<file path="src/rtl/light_pattern_gen_pkg.sv">
// Shared game definitions for the light pattern generator: FSM encodings,
// LFSR polynomial, default seed and the lit-count ceiling.
package light_pattern_gen_pkg;

   localparam logic [1:0]  ST_FREE      = 2'd0;
   localparam logic [1:0]  ST_BUILD     = 2'd1;
   localparam logic [1:0]  ST_HOLD      = 2'd2;

   localparam logic [15:0] LFSR_MASK    = 16'hB400;
   localparam logic [15:0] DEFAULT_SEED = 16'hACE1;
   localparam int          MAX_LIGHTS   = 4;

   // One step of the 16-bit right-shifting Galois LFSR
   function automatic logic [15:0] lfsr_step(input logic [15:0] cur);
      logic [15:0] nxt;
      nxt = cur >> 1;
      if (cur[0]) begin
         nxt = nxt ^ LFSR_MASK;
      end else begin
         nxt = nxt;
      end
      return nxt;
   endfunction

endpackage

</file>
<file path="src/rtl/light_pattern_gen_lfsr16.sv">
// Free-running 16-bit Galois LFSR with a parallel load for reseeding.
module lfsr16
   import light_pattern_gen_pkg::*;
#(
   parameter logic [15:0] SEED = DEFAULT_SEED
) (
   input  logic        clk,
   input  logic        reset,
   input  logic        load,
   input  logic [15:0] load_value,
   output logic [15:0] value
);

   logic [15:0] lfsr_r;

   // Advance every cycle; a load takes priority over the shift
   always_ff @(posedge clk) begin
      if (reset) begin
         lfsr_r <= SEED;
      end else if (load) begin
         lfsr_r <= load_value;
      end else begin
         lfsr_r <= lfsr_step(lfsr_r);
      end
   end

   assign value = lfsr_r;

endmodule

</file>
<file path="src/rtl/light_pattern_gen.sv">
// Builds a random pattern of select+1 distinct lit bits, one per cycle,
// and freezes it for the game FSM until random_enable is raised again.
module light_pattern_gen
   import light_pattern_gen_pkg::*;
#(
   parameter logic [15:0] SEED = DEFAULT_SEED
) (
   input  logic        clk,
   input  logic        reset,
   input  logic        random_enable,
   input  logic        lights_off,
   input  logic [1:0]  select,
   input  logic        seed_load,
   input  logic [15:0] seed_in,
   output logic [15:0] light_pattern,
   output logic        pattern_ready,
   output logic [2:0]  lit_count
);

   logic [1:0]  state_r,   state_nxt_s;
   logic [15:0] pattern_r, pattern_nxt_s;
   logic [2:0]  count_r,   count_nxt_s;
   logic [2:0]  target_r,  target_nxt_s;
   logic        load_s;
   logic [15:0] load_value_s;
   logic [15:0] lfsr_value_s;

   // One-hot of the first clear bit at or above the LFSR index, wrapping 15->0
   function automatic logic [15:0] pick_bit(input logic [15:0] pat,
                                            input logic [15:0] rnd);
      logic [15:0] hit;
      logic [3:0]  pos;
      logic        found;
      hit   = 16'h0000;
      found = 1'b0;
      for (int k = 0; k < 16; k++) begin
         pos = rnd[3:0] + k[3:0];
         if (!found && !pat[pos]) begin
            hit[pos] = 1'b1;
            found    = 1'b1;
         end else begin
            found    = found;
         end
      end
      return hit;
   endfunction

   // Reseeding is only allowed while free-running; zero would lock the LFSR
   always_comb begin
      load_s       = (seed_load && (state_r == ST_FREE));
      load_value_s = seed_in;
      if (seed_in == 16'h0000) begin
         load_value_s = SEED;
      end else begin
         load_value_s = seed_in;
      end
   end

   lfsr16 #(.SEED(SEED)) u_lfsr (
      .clk        (clk),
      .reset      (reset),
      .load       (load_s),
      .load_value (load_value_s),
      .value      (lfsr_value_s)
   );

   // Pattern FSM next-state: free-run, build one bit per cycle, hold
   always_comb begin
      state_nxt_s   = state_r;
      pattern_nxt_s = pattern_r;
      count_nxt_s   = count_r;
      target_nxt_s  = target_r;
      case (state_r)
         ST_FREE: begin
            pattern_nxt_s = 16'h0000;
            count_nxt_s   = 3'd0;
            if (!random_enable) begin
               target_nxt_s = {1'b0, select} + 3'd1;
               state_nxt_s  = ST_BUILD;
            end else begin
               state_nxt_s  = ST_FREE;
            end
         end
         ST_BUILD: begin
            if (random_enable) begin
               state_nxt_s   = ST_FREE;
               pattern_nxt_s = 16'h0000;
               count_nxt_s   = 3'd0;
            end else begin
               pattern_nxt_s = pattern_r | pick_bit(pattern_r, lfsr_value_s);
               count_nxt_s   = count_r + 3'd1;
               if ((count_r + 3'd1) == target_r) begin
                  state_nxt_s = ST_HOLD;
               end else begin
                  state_nxt_s = ST_BUILD;
               end
            end
         end
         ST_HOLD: begin
            if (random_enable) begin
               state_nxt_s   = ST_FREE;
               pattern_nxt_s = 16'h0000;
               count_nxt_s   = 3'd0;
            end else begin
               state_nxt_s   = ST_HOLD;
            end
         end
         default: begin
            state_nxt_s   = ST_FREE;
            pattern_nxt_s = 16'h0000;
            count_nxt_s   = 3'd0;
         end
      endcase
   end

   // State, pattern, count and latched target registers
   always_ff @(posedge clk) begin
      if (reset) begin
         state_r   <= ST_FREE;
         pattern_r <= 16'h0000;
         count_r   <= 3'd0;
         target_r  <= 3'd1;
      end else begin
         state_r   <= state_nxt_s;
         pattern_r <= pattern_nxt_s;
         count_r   <= count_nxt_s;
         target_r  <= target_nxt_s;
      end
   end

   // LEDs show the frozen pattern only when not blanked
   always_comb begin
      if ((state_r == ST_HOLD) && !lights_off) begin
         light_pattern = pattern_r;
      end else begin
         light_pattern = 16'h0000;
      end
   end

   assign pattern_ready = (state_r == ST_HOLD);
   assign lit_count     = count_r;

endmodule

</file>
<file path="config.mk">
export PLATFORM = sky130hd
export DESIGN_NAME = light_pattern_gen
export DESIGN_NICKNAME = d
export VERILOG_FILES = /design/src/rtl/light_pattern_gen_pkg.sv /design/src/rtl/light_pattern_gen_lfsr16.sv /design/src/rtl/light_pattern_gen.sv
export SDC_FILE = /design/constraint.sdc
export NUM_CORES = 1
export LEC_CHECK = 0
export BUFFER_PORTS_ARGS = -buffer_cell sky130_fd_sc_hd__buf_2
export CORE_ASPECT_RATIO = 0.9
export CORE_MARGIN = 2
export CORE_UTILIZATION = 55
export CTS_CLUSTER_DIAMETER = 30
export CTS_CLUSTER_SIZE = 10
export DETAILED_ROUTE_END_ITERATION = 12
export PLACE_DENSITY = 0.74
export SLEW_MARGIN = 15
export SYNTH_ARGS = -nofsm -noshare
export SYNTH_HDL_FRONTEND = slang
export SYNTH_SLANG_ARGS = --single-unit
</file>
<file path="constraint.sdc">
create_clock -name clk -period 10.6 [get_ports clk]
set_input_delay 1.59 -clock clk [delete_from_list [all_inputs] [get_ports clk]]
set_output_delay 1.59 -clock clk [all_outputs]
set_load 0.03 [all_outputs]
</file>
* Yosys cells after proc, flatten, opt, wreduce, memory -nomap -nowiden
Cells that the tools add are included.
Widths: inputs -> output; s select.
** Operators by class
- Add/sub/neg operators :: 17
- $lt $le $gt $ge :: 32
- Equal/unequal tests :: 4
- Muxes and demuxes :: 172
- Bitwise logic cells :: 18
- Reductions and logical operators :: 67
** Operator list (number)
- $mux 16 :: 54
- $or 16x16->16 :: 16
- $lt 4x5->1 const B :: 16
- $mux 1 :: 78
- $bmux 1 s4 :: 16
- $demux 1 s4 :: 16
- $ge 4x1->1 const B :: 16
- $logic_and 1x1->1 :: 33
- $add 4x4->4 const B :: 8
- $pmux 16 s2 :: 1
- $logic_not 1->1 :: 31
- $add 4x3->4 const B :: 4
- $logic_not 16->1 :: 1
- $add 4x2->4 const B :: 2
- $mux 2 :: 3
- $mux 3 :: 2
- $pmux 2 s3 :: 1
- $pmux 3 s2 :: 1
- $add 4x1->4 const B :: 1
- $not 3->4 :: 1
- $add 2x1->3 const B :: 1
- $add 3x1->3 const B :: 1
- $eq 3x3->1 :: 1
- $eq 2x1->1 const B :: 1
- other kinds (5) :: 5
** Storage, ports and cells
- Register bits after elaboration :: 40
- Bits of input ports :: 23
- Logic and storage cells :: 315

* Depth between registers and ports, before layout
- Depth after elaboration :: 83
- Depth in mapped cells :: 18
- Mapped depth without buffers :: 11

* By module
Synthesis repeated with hierarchy kept, for this count alone.
** Unflattened totals
- Cells, all modules :: 722
- Area total of the unflattened synthesis :: 5476.5 um^2
** Modules (own cells, without submodules)
- light_pattern_gen :: instances 1, cells an instance 665, area each 4827.1 um^2
- lfsr16 :: instances 1, cells an instance 57, area each 649.4 um^2

* Worst setup path after synthesis
No wires, ideal clock.
- Path kind :: reg-to-reg
- Start point :: register u_lfsr.lfsr_r[0] (netlist: u_lfsr.value[0])
- End point :: register pattern_r[2]
- Setup time :: 0.120 ns
- Arrival :: 3.983 ns
- Data required time :: 10.480 ns
- Path slack :: 6.497 ns
- Stages on the path, launching flop included :: 18
- Period minus slack after synthesis :: 4.103 ns
- Cell sequence :: dfxtp_1 -> buf_4 -> buf_6 -> inv_1 -> buf_2 -> ha_1 -> buf_4 -> mux2_2 -> mux4_2 -> mux2_2 -> and4_1 -> buf_2 -> and4_1 -> buf_2 -> nand2_1 -> a21oi_1 -> or3_1 -> o31a_1
** Between the ends
- Cells in the longest elaborated chain, start to end :: 83
- Elaborated cells on any way between the ends :: 283
- Classes of those cells :: 15 x add/sub; 32 x order compare; 159 x mux; 16 x bitwise; 61 x reduce/logical
** RTL lines
- from (decl) :: line light_pattern_gen_lfsr16.sv:14 : logic [15:0] lfsr_r;
- from (signal assigned) :: line light_pattern_gen_lfsr16.sv:21 : lfsr_r <= load_value;
- from (signal assigned) :: line light_pattern_gen_lfsr16.sv:23 : lfsr_r <= lfsr_step(lfsr_r);
- branches (longest 77 deep; another with $lt 4x5->1)
- $mux 16 (*) :: line light_pattern_gen.sv:38 : if (!found && !pat[pos]) begin
- $mux 16 (*) :: line light_pattern_gen.sv:85 : if (random_enable) begin
- $mux 16 (*) :: line light_pattern_gen.sv:73 : case (state_r)
- $or 16x16->16 (*) :: line light_pattern_gen.sv:90 : pattern_nxt_s = pattern_r | pick_bit(pattern_r, lfsr_value_s);
- $mux 16 (*) :: line light_pattern_gen.sv:85
- $pmux 16 s2 (*) :: line light_pattern_gen.sv:73
- to (signal assigned) :: line light_pattern_gen.sv:125 : pattern_r <= pattern_nxt_s;
- to (decl) :: line light_pattern_gen.sv:21 : logic [15:0] pattern_r, pattern_nxt_s;
Mark *: on every way between the ends. The select of a mux whose other input is x is not followed.
A chain may end at the register's enable or synchronous reset.

* Worst setup path after layout
- Start point :: register u_lfsr.lfsr_r[1] (netlist: u_lfsr.value[1])
- End point :: register pattern_r[15]
The elaborated chain is that of the path after synthesis.

==> impl_metrics.tcl <==
set metrics [dict create \
    min_period_over_period_pct 58.7 \
    synth-async-reset-ratio_pct 0 \
    swShare_pct 37.9 \
    drc_errors 0 \
    intPower_uw 331 \
    drt-initial-drc-count 1442 \
    start_util_pct 55.9 \
    cp-startpoint "u_lfsr.value[1]" \
    numPlacedInstances 865 \
    fmax_mhz 161 \
    maxSlewViolCount 0 \
    syn_avg_cell_area_um2 7.69 \
    io_buffer_count 42 \
    nets 782 \
    rrSetupSlack_ns 4.38 \
    p_seq_share_pct 30.7 \
    whs_path_depth 2 \
    synth_seq_cells 40 \
    synth_edf_count 0 \
    hp-class "reg -> reg" \
    place.gp.congestion 1.16 \
    hpwl_um 17900 \
    drive_above_1_share_pct 16.1 \
    clkTransAtPathRegs_ns 0.06 \
    ys.flop_type "dfxtp_1" \
    cts-resized-gates 0 \
    cts_buffers 5 \
    synth_fp_nets 774 \
    wire_per_inst_um 29.0 \
    hold_slack_ns 0.445 \
    tightest_slew_ns 0.972 \
    syn_to_final_growth_pct 7.17 \
    ir_drop_mv 0.114 \
    p_clk_share_pct 31.7 \
    detail_route.first_pass.iterations 8 \
    relSlewSlack_pct 34.3 \
    cts_hold_buf 0 \
    cts_tree "done" \
    die-area_um2 11100 \
    io_pins 43 \
    grt_pass1_wl_um 38100 \
    synthCells 735 \
    synth-compound-area-share_pct 24.8 \
    fin_ws_ns 4.38 \
    endpoint "pattern_r[15]" \
    hold_viol_final 0 \
    worstRegToRegCells 12 \
    grt_pass1_vias 6310 \
    start_kind "flip-flop" \
    skew_ns 0.00480 \
    critPathMaxFanout 36 \
    yosys.area_share.simple_pct 27.7 \
    muxShareOfSynthArea_pct 19.8 \
    crit_path_top_delay_cell "dfxtp_1" \
    min_period_ns 6.22 \
    fillers 923 \
    synth_top_family_by_area "simple AND/OR/NAND/NOR gates" \
    dieHeight_um 100 \
    final-setup-viol-count 0 \
    fin_setup_tns_ns 0 \
    combPwrFrac_pct 37.6 \
    total_power_uw 533 \
    clk_latency_ns 0.28 \
    synth.distinct_cells 73 \
    critPathRequiredTime_ns 10.82 \
    crit_type "reg -> reg" \
    power.density_nw_per_um2 87.9 \
    synth_xor_area_share_pct 3.56 \
    grt-ovfl-total 0 \
    synth-adder-area-share_pct 3.54 \
    r2r-start "u_lfsr.value[1]" \
    via_count 6925 \
    maxCapViolCount 0 \
    core_region_area_um2 10100 \
    min_from "u_lfsr.value[15]" \
    via_per_inst 7.93 \
    seq_area_frac_synth_pct 14.2 \
    ant_nets 0 \
    grt_max_degree 42 \
    syn-cell-area_um2 5650 \
    critPathArrivalTime_ns 6.45 \
    synth_warnings 0 \
    max_stage_delay_ns 0.94 \
    htree_levels 2 \
    cts_setup_buffers 0 \
    rsz0062_at_grt "false" \
    cts_max_path_buffers 2 \
    crit_chain "inv_1, ha_1, buf_4, xnor2_1, mux4_2, mux2i_1, nor4bb_1, nand4_1, nor3_1, a211oi_1, a311oi_1, or2_1" \
    pre_cts_ws_ns 4.68 \
    crit_path_end_kind "flip-flop" \
    cts.sinks 40 \
    final_cells 873 \
    r2r_end "pattern_r[15]" \
    die_x_um 111 \
    drt-total-wl_um 25400 \
    antenna_found_initial 0 \
    net-switching-power_uw 202 \
    antenna_cells 0 \
    root_buffer "clkbuf_16" \
    leakage_uw 0.00231 \
    rows 35 \
    status "finished, final reports clean" \
    grt_usage_pct 44.7 \
]
## state kept, by name, indices dropped and copies added, names as in the netlist
signal / flops
state_r: 2
lit_count: 3
target_r: 3
pattern_r: 16
u_lfsr.value: 16
## through the flow
stage / instance area, um^2 / util (%)
floorplan: 5650 / -
global placement: 5900 / 58.3
detailed placement: 5900 / 58.3
CTS: 6060 / 59.9
global route: 6060 / 59.9
finish: 6060 / 59.9
## cell type report
type,count,area [um^2],area share (%)
repair buffers,65,383,6.32
flip-flops and latches,40,801,13.2
well taps,129,161,2.66
multi-input cells,614,4490,74.0
inverters,17,63.8,1.05
clock inverters,2,35.0,0.578
clock buffers,6,129,2.13
## placed cells by master, fill, tap and decap left out, types with 6 or more instances in the layout
cell type	count
a211oi_1	14
a21oi_1	40
a221oi_1	8
a311o_1	8
a311oi_1	13
a31oi_1	8
and2_1	26
and3_1	9
buf_2	42
buf_4	23
dfxtp_1	40
ha_1	16
inv_1	15
mux2_2	10
mux2i_1	20
mux4_1	9
mux4_2	23
nand2_1	85
nand2b_1	11
nand3_1	27
nand4_1	17
nor2_1	72
nor3_1	14
nor4_1	12
o21ai_0	27
o22ai_1	25
o32ai_1	6
or3_1	10
xnor2_1	15
xor2_1	8
## worst max-delay path: cells and delay by family (launching register included)
kind,cells,cell delay (ns)
compound gates,2,0.43
flops,1,0.94
simple gates,4,2.47
mux,2,0.70
fa+ha+maj,1,0.27
xor+xnor,1,0.80
buf+inv,2,0.55
## power by group through the flow
stage	registers, uW	logic [uW]	clock network, uW
after global routing	164	206	175
after global placement	166	188	0
after CTS	163	188	172
final	163	200	169
after detailed placement	167	187	0
after floorplan	165	133	0
## synthesized netlist by cell type (all sizes together) (11+ instances only)
cell type | count | area, um^2
buf | 23 | 149
inv | 16 | 60.1
mux2i | 20 | 200
ha | 16 | 200
nand2b | 11 | 68.8
nand3 | 29 | 155
a311oi | 13 | 114
nand2 | 85 | 319
o22ai | 25 | 156
nor2 | 72 | 270
a211oi | 14 | 105
nor3 | 16 | 90.1
nand4 | 17 | 106
mux4 | 34 | 805
xnor2 | 15 | 131
a21oi | 40 | 200
and2 | 26 | 163
dfxtp | 40 | 801
o21ai | 27 | 135
nor4 | 12 | 75.1
clkbuf | 41 | 154
## worst min path at each step
stage,endpoint,slack [ns]
floorplan,u_lfsr.value[14],0.42
global placement,u_lfsr.value[3],0.43
detailed placement,u_lfsr.value[8],0.44
CTS,u_lfsr.value[3],0.45
global route,u_lfsr.value[14],0.47
finish,u_lfsr.value[14],0.45
## cells by family (layout without fill, tap and decap cells)
logic type / Yosys count / after routing
AND/OR/NAND/NOR: 312 / 312
adder cells (fa/ha/maj): 16 / 16
XOR/XNOR: 23 / 23
AO/OA/AOI/OAI: 199 / 199
multiplexers: 64 / 64
buffers and inverters: 81 / 90
flip-flops: 40 / 40
## routing by layer
| metal | wire [um] | global-route usage [%] |
|---|---|---|
| met1 | 8890 | 57.8 |
| met2 | 10100 | 66.5 |
| met3 | 4520 | 16.7 |
| met4 | 1890 | 21.3 |
| met5 | 0 | 0 |
(Power assumes the default switching activity.)
